--- config.mk ---
export PLATFORM = sky130hd
export DESIGN_NAME = game_state_ctrl
export DESIGN_NICKNAME = d
export VERILOG_FILES = /design/src/rtl/game_state_ctrl.sv
export SDC_FILE = /design/constraint.sdc
export NUM_CORES = 1
export LEC_CHECK = 0
export ABC_AREA = 1
export CAP_MARGIN = 5
export CORE_MARGIN = 4
export CORE_UTILIZATION = 55
export DETAILED_ROUTE_END_ITERATION = 7
export PLACE_DENSITY = 0.8
export SLEW_MARGIN = 0
export SYNTH_ARGS = -nofsm -noshare
export SYNTH_HDL_FRONTEND = slang
export SYNTH_SLANG_ARGS = --single-unit
--- constraint.sdc ---
create_clock -name clk -period 3 [get_ports clk]
set_clock_uncertainty 0.15 [all_clocks]
set_input_delay 0.45 -clock clk [delete_from_list [all_inputs] [get_ports clk]]
set_output_delay 0.45 -clock clk [all_outputs]
set_load 0.1 [all_outputs]
--- src/rtl/game_state_ctrl.sv ---
// Game flow controller: START/PLAY/WIN/GAME_OVER sequencing, lives, gold and post-hit invulnerability.
// Define AUTO_RETURN_EN to leave WIN/GAME_OVER automatically after SCREEN_FRAMES frames.
module game_state_ctrl #(
   parameter int LIVES_INIT    = 3,
   parameter int GOLD_TARGET   = 8,
   parameter int INV_FRAMES    = 60,
   parameter int SCREEN_FRAMES = 180
) (
   input  logic       clk,
   input  logic       resetN,
   input  logic       startOfFrame,
   input  logic       start_key,
   input  logic       player_hit,
   input  logic       gold_collected,
   output logic [2:0] game_state,
   output logic [1:0] lives,
   output logic [3:0] gold_count,
   output logic       new_game,
   output logic       respawn,
   output logic       invuln
);

   typedef enum logic [2:0] {
      ST_START = 3'd1,
      ST_PLAY  = 3'd2,
      ST_WIN   = 3'd3,
      ST_OVER  = 3'd4
   } state_t;

   localparam bit PARAMS_OK = (LIVES_INIT >= 1) && (LIVES_INIT <= 3) &&
                              (GOLD_TARGET >= 1) && (GOLD_TARGET <= 15) &&
                              (INV_FRAMES >= 1) && (INV_FRAMES <= 255) &&
                              (SCREEN_FRAMES >= 1) && (SCREEN_FRAMES <= 1023);

   if (!PARAMS_OK) begin : g_param_check
      $error("game_state_ctrl: parameter out of range");
   end

   localparam logic [1:0] LIVES_LD  = 2'(LIVES_INIT);
   localparam logic [3:0] GOLD_TGT  = 4'(GOLD_TARGET);
   localparam logic [7:0] INV_LD    = 8'(INV_FRAMES);

   state_t     state_q, state_d;
   logic [1:0] lives_q, lives_d;
   logic [3:0] gold_q, gold_d;
   logic       new_game_q, new_game_d;
   logic       respawn_q, respawn_d;
   logic       invuln_q, invuln_d;
   logic [7:0] inv_cnt_q, inv_cnt_d;
   logic       key_prev_q;

   logic       key_press;
   logic       auto_exit;
   logic [3:0] gold_inc;

   assign key_press = start_key & ~key_prev_q;
   assign gold_inc  = gold_q + 4'd1;

`ifdef AUTO_RETURN_EN
   localparam logic [9:0] SCR_LAST = 10'(SCREEN_FRAMES - 1);

   logic [9:0] scr_cnt_q, scr_cnt_d;
   logic       in_end_screen;

   assign in_end_screen = (state_q == ST_WIN) || (state_q == ST_OVER);
   assign auto_exit     = in_end_screen && startOfFrame && (scr_cnt_q == SCR_LAST);

   // Held at zero outside the end screens, so it is already cleared on entry.
   always_comb begin
      scr_cnt_d = '0;
      if (in_end_screen) begin
         scr_cnt_d = startOfFrame ? scr_cnt_q + 10'd1 : scr_cnt_q;
      end
   end

   always_ff @(posedge clk or negedge resetN) begin
      if (!resetN) begin
         scr_cnt_q <= '0;
      end else begin
         scr_cnt_q <= scr_cnt_d;
      end
   end
`else
   assign auto_exit = 1'b0;
`endif

   always_comb begin
      state_d    = state_q;
      lives_d    = lives_q;
      gold_d     = gold_q;
      new_game_d = 1'b0;
      respawn_d  = 1'b0;
      invuln_d   = invuln_q;
      inv_cnt_d  = inv_cnt_q;

      // A hit this cycle sees the pre-decrement invuln_q and overrides the counter below.
      if (invuln_q && startOfFrame) begin
         if (inv_cnt_q <= 8'd1) begin
            inv_cnt_d = '0;
            invuln_d  = 1'b0;
         end else begin
            inv_cnt_d = inv_cnt_q - 8'd1;
         end
      end

      case (state_q)
         ST_START: begin
            if (key_press) begin
               state_d    = ST_PLAY;
               lives_d    = LIVES_LD;
               gold_d     = '0;
               invuln_d   = 1'b0;
               inv_cnt_d  = '0;
               new_game_d = 1'b1;
            end
         end
         ST_PLAY: begin
            if (gold_collected) begin
               gold_d = gold_inc;
            end
            if (gold_collected && (gold_inc == GOLD_TGT)) begin
               state_d = ST_WIN;
            end else if (player_hit && !invuln_q) begin
               if (lives_q > 2'd1) begin
                  lives_d   = lives_q - 2'd1;
                  respawn_d = 1'b1;
                  invuln_d  = 1'b1;
                  inv_cnt_d = INV_LD;
               end else begin
                  lives_d = '0;
                  state_d = ST_OVER;
               end
            end
         end
         ST_WIN, ST_OVER: begin
            if (key_press || auto_exit) begin
               state_d = ST_START;
            end
         end
         default: state_d = ST_START;
      endcase
   end

   always_ff @(posedge clk or negedge resetN) begin
      if (!resetN) begin
         state_q    <= ST_START;
         lives_q    <= '0;
         gold_q     <= '0;
         new_game_q <= 1'b0;
         respawn_q  <= 1'b0;
         invuln_q   <= 1'b0;
         inv_cnt_q  <= '0;
         key_prev_q <= 1'b1;
      end else begin
         state_q    <= state_d;
         lives_q    <= lives_d;
         gold_q     <= gold_d;
         new_game_q <= new_game_d;
         respawn_q  <= respawn_d;
         invuln_q   <= invuln_d;
         inv_cnt_q  <= inv_cnt_d;
         key_prev_q <= start_key;
      end
   end

   assign game_state = state_q;
   assign lives      = lives_q;
   assign gold_count = gold_q;
   assign new_game   = new_game_q;
   assign respawn    = respawn_q;
   assign invuln     = invuln_q;

endmodule

==> results.md, run 1 <==
- 18 I/O pins were placed.
- The total core area is 2230 µm².
- Walking the worst path, the cells encountered are nor3_2 -> or2_4 -> nand3_2 -> nand2_1 -> nand2_1.
- In this run the power density over the cells is 1180 nW/µm².
- The sink count of the clock tree is 21.
- The run finished with clean final reports.
- The final worst slack is 1040 ps.
- STA classifies the critical path startpoint as a flip-flop.
- The setup slack of the most critical reg-to-reg path is 1040 ps.
- The detailed router used layers up to and including met4.
- The share of synthesized area in the top cell type comes to 0.366.
- The number of buffers inserted for hold repair after clock tree synthesis is 0.
- The initial antenna violation count was 0.
- The global-route total usage across every layer is 0.178.
- Final hold analysis gives a worst-case slack of 382 ps.
- The mean instance size in the synthesized netlist is 7.91 µm².
- The net total in the final layout is 195.
- No sink is reached through more buffers than the 2 on the longest clock path.
- The share of final-layout standard cells stronger than drive strength 1 is 0.239.
- The biggest cell delay along the critical path is 770 ps.
- The fraction of synthesis flops using an asynchronous set or reset pin is 1.00.
- The total of buffers placed on input and output ports is 17.
- The number of nets handed over by synthesis was 174.
- In this run, synthesis produced a sequential element count of 21.
- For hold timing, the worst endpoint is game_state[0].
- The met3 wirelength from detailed routing is 103 µm.
- After detailed routing, the total wire length is 2650 µm.
- The number of cells on the worst reg-to-reg path is 5.
- At the end of the flow the core is filled with cells to 0.667.
- The count of different cell masters after synthesis is 24.
- The classification of the worst setup path is flip-flop to flip-flop.
- Yosys mapped a number of flops with a built-in enable equal to 0.
- For this design the static power due to leakage is 0.000798 µW.
- The number of max-cap violations is 0.
- The flip-flop cell with the highest count after synthesis is dfrtp_1.
- In this run the remaining antenna-violating nets after routing total 0.
- After routing, the total negative slack on setup checks comes to 0 ps.
- The maximum achievable frequency is 510 MHz.
- The slowest stage of the critical path is the nor3_2 cell.
- In this run the critical register-to-register path is captured at lives[0].
- The CTS tree is done.
- Buffers inserted during clock tree synthesis total 3.
- The most prevalent standard cell on the critical path is nand2_1.
- The height of the die is 56.6 µm.
- The sequential-to-total area share from yosys stat is 0.407.
- The summed instance area of the synthesized netlist is 1300 µm².
- The library cell occupying the most area in the post-synthesis netlist is dfrtp_1.
- The peak fanout along the critical path is 11.
- The routed design uses 1310 µm of met2 wire.
- The root cell of the clock tree is clkbuf_4.
- The first-pass GRT wire length is 4590 µm.
- The die covers 3200 µm².
- At the worst endpoint, the required time is 3050 ps.
- The starting density of the core is 0.581.
- The worst hold path passes through 2 cells.
- In this run the number of H-tree levels came out at 1.
- Using the TritonRoute via totals, the vias-per-cell ratio works out to 5.29.
- After technology mapping, the gate count stands at 164.
- For this run, the number of Yosys warnings is 0.
- Setup violations remaining at the end of the flow were counted as 0.
- The remaining global-route overflow is 0.
- The remaining design rule violation count is 0.
- The detailed-routing iteration count for the pre-antenna-repair pass is 6.
- The count of standard-cell rows is 17.
- The max-slew violation count is 0.
- The startpoint identified for the worst hold timing path is game_state[0].
- 0 antenna diodes ended up in the layout.
- Counting the fill cells in the layout gives 194.
- In the final routing, the length of wire on met1 measures 1210 µm.
- The routed design could run at a clock period as short as 1960 ps.
- The element type at the critical path end is a flip-flop.
- The launch instance of the worst register-to-register path is game_state[2].
- The wire length per cell after detailed routing is 12.5 µm.
- Entering global routing, the biggest net connects 22 pins.
- The worst max-slew margin expressed relative to the limit is 0.393.
- The via count of the first global-routing pass was 1029.
- After clock tree synthesis, the repair step resized 0 gates.
- Leaving out filler cells and counting taps, the final layout contains 212.
- The clock edge transition at the registers on the reported setup and hold paths is 120 ps.
- The final worst-path cycle share is 0.653.
- The count of buffers added by post-CTS timing repair for setup is 0.
- Setup repair after global routing left no endpoint under its margin.
- The number of DRC violations after detailed-routing iteration 0 is 38.
- The final RePlAce weighted congestion is 0.870.
- The tightest min-delay check is of the flip-flop to flip-flop type.
- The horizontal extent of the die is 56.6 µm.
- The number of placed instances with taps included is 208.
- The HPWL reported at the end of detailed placement is 2050 µm.
- IR analysis of the VDD net gives a maximum drop of 1.03 mV.
- After synthesis, the cell types taking the most area are dfrtp_1 37%, nand2_1 12%, inv_1 6.9%, nand3_1 6.6%, dfstp_2 4.1%.
- The setup slack after placement is 1030 ps.
- By count the netlist is led by 43 x nand2_1, 24 x inv_1, 19 x dfrtp_1.
- The via count is 1122.
- Data arrives at the worst endpoint at 2010 ps.
- The layout overhead on the synthesized area is 14.8%.
- Among all cell types in the netlist, the one instantiated most often is nand2_1.
- The number of hold violations in the final report is 0.
- At the pin with the least slew margin, the transition time is 905 ps.
- The insertion delay to the later sink of the worst-skew pair is 300 ps.
-- cells by family (layout without fill, tap and decap cells) --
kind of cell	after synthesis	count (layout)	synth area share
adder cells (fa/ha/maj)	4	4	0.0386
buffers and inverters	27	47	0.0839
XOR/XNOR	3	3	0.0203
AO/OA/AOI/OAI	10	10	0.0405
flip-flops	21	21	0.407
AND/OR/NAND/NOR	99	99	0.410
-- power by group --
group	total (µW)	internal [µW]	switching, µW
Sequential	519	392	127
Clock	134	49.6	84.4
Combinational	1100	287	815
-- state kept, by name, summed over array words and instances, names as in the netlist --
signal,cells
respawn,1
inv_cnt_q,8
new_game,1
gold_count,4
key_prev_q,1
invuln,1
lives,2
game_state,3
-- cells in the final DEF, fill, tap and decap left out, types with 3 or more instances in the layout --
master           count
nand2_1             43
clkbuf_4             3
nand4_1              8
clkdlybuf4s50_1      5
inv_1               24
nand3_1             17
nand2_2              6
nor2_2               7
o21ai_0              6
nor2_1               7
nand3_2              4
buf_4               12
ha_1                 4
dfrtp_1             19
-- worst max-delay path by stage --
stage / from / end / slack (ps) / cells after the start
after global placement: gold_collected / game_state[1] / 1110 / 8
after global routing: game_state[2] / lives[0] / 920 / 4
after CTS: game_state[2] / lives[0] / 1050 / 5
after detailed placement: gold_collected / game_state[1] / 1030 / 8
after floorplan: gold_count[0] / game_state[1] / 790 / 10
final: game_state[2] / lives[0] / 1040 / 5
-- per-stage QoR --
step	cell area [µm²]	power (µW)
after floorplan	1300	1400
after global placement	1460	1590
after detailed placement	1460	1620
after CTS	1490	1760
after global routing	1490	1890
final	1490	1760
-- worst max-delay path: cells and delay by family, from the launching register on --
| kind | cells | cell delay (ps) |
|---|---|---|
| flip-flops | 1 | 460 |
| AND/OR/NAND/NOR | 5 | 1240 |
-- layer usage --
metal  GRT usage  up-vias
met1       0.226      531
met3      0.0230        4
met4      0.0644        0
met5           0        -
met2       0.307       22
li1            -      565
-- final cells by class --
| type | instances | area (µm²) | share of cell area |
|---|---|---|---|
| Clock buffer | 3 | 22.5 | 0.0151 |
| Clock inverter | 1 | 5.00 | 0.00336 |
| Inverter | 26 | 97.6 | 0.0655 |
| Multi-Input combinational cell | 116 | 661 | 0.444 |
| Sequential cell | 21 | 528 | 0.355 |
| Tap cell | 28 | 35.0 | 0.0235 |
| Timing Repair Buffer | 17 | 140 | 0.0941 |
No activity file was read; power rests on OpenSTA's default activity.
==> inputs of run 2 (changes only) <==
CORE_UTILIZATION = 48   (was 55)
PLACE_DENSITY = 0.74   (was 0.8)
clock period = 1.8 ns   (was 3 ns; I/O delays follow)
==> run 2 against run 1 <==
  * Critical path type unchanged
  * Largest cell class unchanged
  * First-iteration DRC count fell by 2.6%
  * Core utilization rose by 1.4 points
  * Count of clock-buffer cells in the layout rose by 1
  * Critical path depth rose by 3
==> results.md, run 2 (synthesized netlist as in run 1, its figures left out) <==
- The flow ran to the end, and the final reports show no timing, DRC or antenna violations.
- The launch instance of the worst register-to-register path is gold_count[1].
- The detailed-route vias per instance is 5.05 (-4.5%).
- The required time of the worst setup path is 1900 ps (-1150 ps).
- The final antenna-violating net count is 0 (unchanged).
- The worst vdd rail ir drop is 1.67 mV (+62%).
- The number of DRC violations after detailed-routing iteration 0 came to 37 (-2.6%).
- The via count is 1117 (-0.45%).
- The number of max-cap violations is 0 (unchanged).
- The critical path is of the flip-flop to flip-flop type.
- More flip-flops sit in one register than any other, and that register is inv_cnt_q.
- The setup TNS is 0 ps (unchanged).
- The remaining design rule violation count is 0 (unchanged).
- The global-route total usage across every layer is 0.175 (-0.00273).
- The critical path data arrival time is 1770 ps (-240 ps).
- The transition time at the pin with the least slew margin is 360 ps (-545 ps).
- The maximum clock insertion buffer count came to 2 (unchanged).
- The total of buffers placed on input and output ports came to 17 (unchanged).
- The height of the die was 60.0 µm (+6.0%).
- The sink count of the clock tree came to 21 (unchanged).
- The number of flip-flops in the largest register is 8 (unchanged).
- The number of placed I/O pins came to 18 (unchanged).
- Setup repair after global routing could not meet its margin everywhere.
- The number of placed instances with taps included is 214 (+2.9%).
- The starting density of the core came to 0.514 (-0.0666).
- The element type at the critical path end is a flip-flop.
- The total core area is 2520 µm² (+13%).
- The final RePlAce weighted congestion is 0.901 (+3.6%).
- Compared with the post-synthesis result, the final layout area differs by 32.4%.
- The max-slew violation count is 0 (unchanged).
- The type of the tightest min-delay check is input port to async pin.
- The horizontal extent of the die is 60.0 µm (+6.0%).
- The leakage power is 0.000877 µW (+9.8%).
- The number of clock buffers inserted by TritonCTS is 3 (unchanged).
- In the layout the commonest cells are 43 x nand2_1, 24 x inv_1, 17 x nand3_1.
- The die outline area came to 3600 µm² (+12%).
- The initial antenna violation count is 0 (unchanged).
- CTS placed an instance of clkbuf_4 at the clock tree root.
- The insertion delay to the later sink of the worst-skew pair came to 310 ps (about the same).
- The share of final-layout standard cells stronger than drive strength 1 is 0.304 (+0.0645).
- The number of standard cells in the final layout excluding fillers is 221 (+4.2%).
- The first-pass GRT wire length was 4780 µm (+4.2%).
- The maximum achievable frequency came to 599 MHz (+17%).
- The total power per unit cell area is 1930 nW/µm² (+64%).
- The maximum number of pins on one net before global-route repair is 22 (unchanged).
- The final hold slack was 146 ps (-236 ps).
- The remaining global-route overflow is 0 (unchanged).
- Leaving out fill and tap cells, the most frequent cell in the layout is nand2_1.
- The peak fanout along the critical path came to 7 (-4).
- The number of levels in the clock H-tree was 1 (unchanged).
- The wire length per cell after detailed routing is 12.4 µm (-0.74%).
- The start point of the critical path is gold_count[1].
- The detailed-route wire length is 2740 µm (+3.5%).
- The number of diodes was 0 (unchanged).
- The clock edge transition at the registers on the reported setup and hold paths is 110 ps (about the same).
- The final-report setup violation count was 0 (unchanged).
- The final worst-path cycle share is 0.928 (+0.275).
- The count of standard-cell rows is 18 (+1).
- The HPWL reported at the end of detailed placement is 2090 µm (+1.9%).
- The detailed-routing iteration count for the pre-antenna-repair pass was 4 (-2).
- The number of hold violations in the final report is 0 (unchanged).
- TritonCTS built the clock tree.
- STA classifies the critical path startpoint as a flip-flop.
- The shortest period the worst path allows is 1670 ps (-290 ps).
- The via count of the first global-routing pass is 1133 (+10%).
- The worst max-slew margin expressed relative to the limit is 0.759 (+0.366).
- The net total in the final layout was 202 (+3.6%).
## run 2: changes by cell type in the layout (fill, tap and decap cells not counted), moves of 2 or more
| cell | before | now |
|---|---|---|
| dfrtp_4 | 0 | 2 |
| buf_12 | 0 | 12 |
| buf_4 | 12 | 7 |
| dfrtp_1 | 19 | 11 |
| dfrtp_2 | 0 | 6 |
## run 2: cell type report
| class | instances | area (µm²) |
|---|---|---|
| Timing Repair Buffer | 24 | 343 |
| Multi-Input combinational cell | 116 | 671 |
| Clock buffer | 4 | 26.3 |
| Sequential cell | 21 | 543 |
| Fill cell | 212 | 805 |
| Inverter | 26 | 97.6 |
| Tap cell | 30 | 37.5 |
## run 2: final timing paths
kind                       slack, ps             to  cells past startpoint
setup / recovery                 130   inv_cnt_q[6]                      8
hold / removal                   150   inv_cnt_q[0]                      2
setup reg to reg                 130   inv_cnt_q[6]                      8
hold reg to reg                  390  game_state[0]                      2
max in group asynchronous       1080  game_state[0]                      2
min in group clk                 240     key_prev_q                      1
## run 2: routing by layer
layer | track usage | up-vias | wire, µm
met4 | 0.0570 | 0 | 24
met1 | 0.211 | 524 | 1220
met5 | 0 | - | 0
met2 | 0.302 | 15 | 1410
met3 | 0.0454 | 4 | 87
li1 | - | 574 | -
## run 2: worst max-delay path: stages, from the launching register on
cell     delay (ps)
dfrtp_4         530
ha_1            220
nand2_1          80
nand2_2          70
nor2_4          140
nand2_4          80
nand3_4         100
nand2_4          90
nor2_2          120
## run 2: through the flow
step / power, µW / area [µm²] / utilization / setup slack (ps)
after global placement: 2980 / 1660 / 0.658 / 149
after detailed placement: 3040 / 1660 / 0.658 / 82.0
after global routing: 3550 / 1720 / 0.681 / -14.0
final: 3320 / 1720 / 0.681 / 130
after floorplan: 2360 / 1310 / - / 48.8
after CTS: 3290 / 1690 / 0.668 / 72.8
## run 2: where the power goes
part           internal [µW]  total [µW]  switching [µW]
sequential               677         918             242
clock                   86.6         231             145
combinational            775        2170            1400
## run 2: timing repair
item | CTS | global route
gates resized for setup | 0 | 2
hold buffers | 0 | 0
setup endpoints to repair | 0 | 7
setup buffers | 0 | 3
==> inputs of run 3 (changes only) <==
PLACE_DENSITY = 0.75   (was 0.74)
==> run 3 against run 2 <==
  * Maximum frequency grew 0.97%
  * Core utilization grew 0.15 points
  * Combinational power is essentially flat
  * Sequential power is essentially flat
  * Flip-flop and latch count is the same
  * Register-to-register slack gained 20 ps
  * Routed wire length shrank 7.2%
  * Global-route usage shrank 0.59 points
  * First-iteration DRC count shrank 14%
  * Count of clock-buffer cells in the layout shrank 1
  * Design area grew 0.22%
  * Sequential share of layout area shrank 0.069 points
==> results.md, run 3 (synthesized netlist as in run 1, its figures left out) <==
- The worst setup path is captured at a flip-flop.
- The total power per unit cell area is 1920 nW/µm² (-0.85%).
- The setup TNS is 0 ps (unchanged).
- CTS placed an instance of clkbuf_4 at the clock tree root.
- The final antenna-violating net count came to 0 (unchanged).
- The met2 layer usage reported by global route was 0.290 (-0.0123).
- The starting density of the core came to 0.514 (unchanged).
- The clock edge transition at the registers on the reported setup and hold paths is 120 ps (about the same).
- The register ranked first by flip-flop count is inv_cnt_q.
- The via count of the first global-routing pass is 1136 (+0.26%).
- The classification of the worst setup path is flip-flop to flip-flop.
- The share of final-layout standard cells stronger than drive strength 1 is 0.309 (+0.00524).
- The number of max-cap violations came to 0 (unchanged).
- The number of clock buffers inserted by TritonCTS is 3 (unchanged).
- The global-route total usage across every layer is 0.170 (-0.00591).
- The final standard cell utilization of the core is 0.683 (+0.00149).
- The final RePlAce weighted congestion was 0.929 (+3.1%).
- The setup slack after placement came to 120 ps (+38.2 ps).
- The first-pass GRT wire length is 4690 µm (-2.0%).
- The total of buffers placed on input and output ports is 17 (unchanged).
- The wire length per cell after detailed routing was 11.5 µm (-7.2%).
- The number of placed instances with taps included is 214 (unchanged).
- The number of flip-flops in the largest register is 8 (unchanged).
- The die outline area is 3600 µm² (unchanged).
- The number of placed I/O pins is 18 (unchanged).
- The detailed-route wire length is 2550 µm (-7.2%).
- The required time of the worst setup path was 1840 ps (-60 ps).
- The detailed-route vias per instance is 5.01 (-0.90%).
- The maximum achievable frequency is 605 MHz (+0.97%).
- The transition time at the pin with the least slew margin is 358 ps (-2.41 ps).
- The remaining global-route overflow is 0 (unchanged).
- The area growth from synthesis to layout is 32.7%.
- The critical path launch point type is a flip-flop.
- The met1 routing resource usage after global routing is 0.216 (+0.00512).
- The flow ran to the end, and the final reports show no timing, DRC or antenna violations.
- The initial antenna violation count was 0 (unchanged).
- The final worst-path cycle share came to 0.919 (-0.00896).
- The number of standard cells in the final layout excluding fillers is 221 (unchanged).
- The remaining design rule violation count is 0 (unchanged).
- The leakage power came to 0.000879 µW (+0.26%).
- The critical path data arrival time came to 1700 ps (-70 ps).
- The maximum clock insertion buffer count was 2 (unchanged).
- The detailed-routing iteration count for the pre-antenna-repair pass is 4 (unchanged).
- The routing layer with the top usage in global route is met2.
- The length in cells of the worst reg-to-reg path is 9 (+1).
- The number of diodes is 0 (unchanged).
- The via count is 1107 (-0.90%).
- The height of the die is 60.0 µm (unchanged).
- The worst vdd rail ir drop is 1.47 mV (-12%).
- The insertion delay to the later sink of the worst-skew pair came to 290 ps (-20 ps).
- The library cells used most frequently in the layout, excluding fill and tap cells, are 43 x nand2_1, 24 x inv_1, 17 x nand3_1.
- The max-slew violation count was 0 (unchanged).
- The number of hold violations in the final report is 0 (unchanged).
- The sink count of the clock tree is 21 (unchanged).
- The number of levels in the clock H-tree was 1 (unchanged).
- The number of fill cells in the layout is 202 (-4.7%).
- The shortest period the worst path allows was 1650 ps (-16.1 ps).
- The maximum number of pins on one net before global-route repair is 22 (unchanged).
- The final-report setup violation count is 0 (unchanged).
- The HPWL reported at the end of detailed placement came to 2050 µm (-2.2%).
- Setup repair after global routing left no endpoint under its margin.
- The number of DRC violations after detailed-routing iteration 0 is 32 (-14%).
- The worst max-slew margin expressed relative to the limit is 0.761 (+0.00187).
- The total core area is 2520 µm² (unchanged).
- The global routing met3 resource utilization is 0.0238 (-0.0216).
- The number of buffers inserted for hold repair after clock tree synthesis came to 0 (unchanged).
- The net total in the final layout came to 202 (unchanged).
- The horizontal extent of the die is 60.0 µm (unchanged).
- The library cell used most frequently in the layout, excluding fill and tap cells, is nand2_1.
- The count of standard-cell rows is 18 (unchanged).
- The final worst slack is 146 ps (+16.1 ps).
- The CTS tree is done.
- The peak fanout along the critical path is 6 (-1).
- The min-delay analysis places its worst path in the category input port to async pin.
## run 3: cell count changes in the layout (fill, tap and decap cells not counted)
cell / before / now
nor2_2: 6 / 7
clkinv_2: 0 / 1
nand3_4: 2 / 3
clkbuf_1: 1 / 0
nor2_4: 2 / 1
nand3_2: 4 / 3
## run 3: worst paths after layout
check	start	end	slack (ps)
setup / recovery	gold_count[1]	game_state[1]	150
min in group clk	start_key	key_prev_q	250
hold reg to reg	game_state[0]	game_state[0]	400
setup reg to reg	gold_count[1]	game_state[1]	150
hold / removal	resetN	inv_cnt_q[0]	150
max in group asynchronous	resetN	key_prev_q	1070
## run 3: per-stage QoR
stage / hold WS, ps / power, µW / cell area [µm²]
2_1_floorplan: -176 / 2360 / 1310
3_3_place_gp: 373 / 2980 / 1660
3_5_place_dp: 379 / 3040 / 1660
4_1_cts: 144 / 3270 / 1690
5_1_grt: 163 / 3560 / 1720
6_report: 146 / 3300 / 1720
## run 3: worst max-delay path: stages, from the launching register on
cell     delay, ps
dfrtp_4        530
ha_1           210
nand2_1         90
nand2_2         70
nor2_4         140
nand2_4         90
nand3_2         80
nand2_1         70
nand2_1         70
nand2_1         50
## run 3: area by class of cell
type / instances / area (µm²) / share of cell area
Inverter: 26 / 97.6 / 0.0567
Clock buffer: 3 / 22.5 / 0.0131
Timing Repair Buffer: 24 / 343 / 0.199
Sequential cell: 21 / 543 / 0.315
Clock inverter: 1 / 5.00 / 0.00291
Tap cell: 30 / 37.5 / 0.0218
Multi-Input combinational cell: 116 / 673 / 0.391
## run 3: where the power goes
part           switching (µW)  leakage [µW]  internal, µW
logic                    1390      0.000604           773
clock network             138     0.0000177          82.6
registers                 243      0.000257           676
## run 3: routing by layer
metal,wire length (µm),share of wire
met3,109,0.043
met2,1240,0.49
met5,0,0
met4,50,0.020
met1,1140,0.45
## run 3: what timing repair did
action                                  in CTS  in global routing
resized for setup                            0                  2
hold endpoints to repair                     0                  0
endpoints found under the setup margin       0                  2
buffers inserted                             0                  3
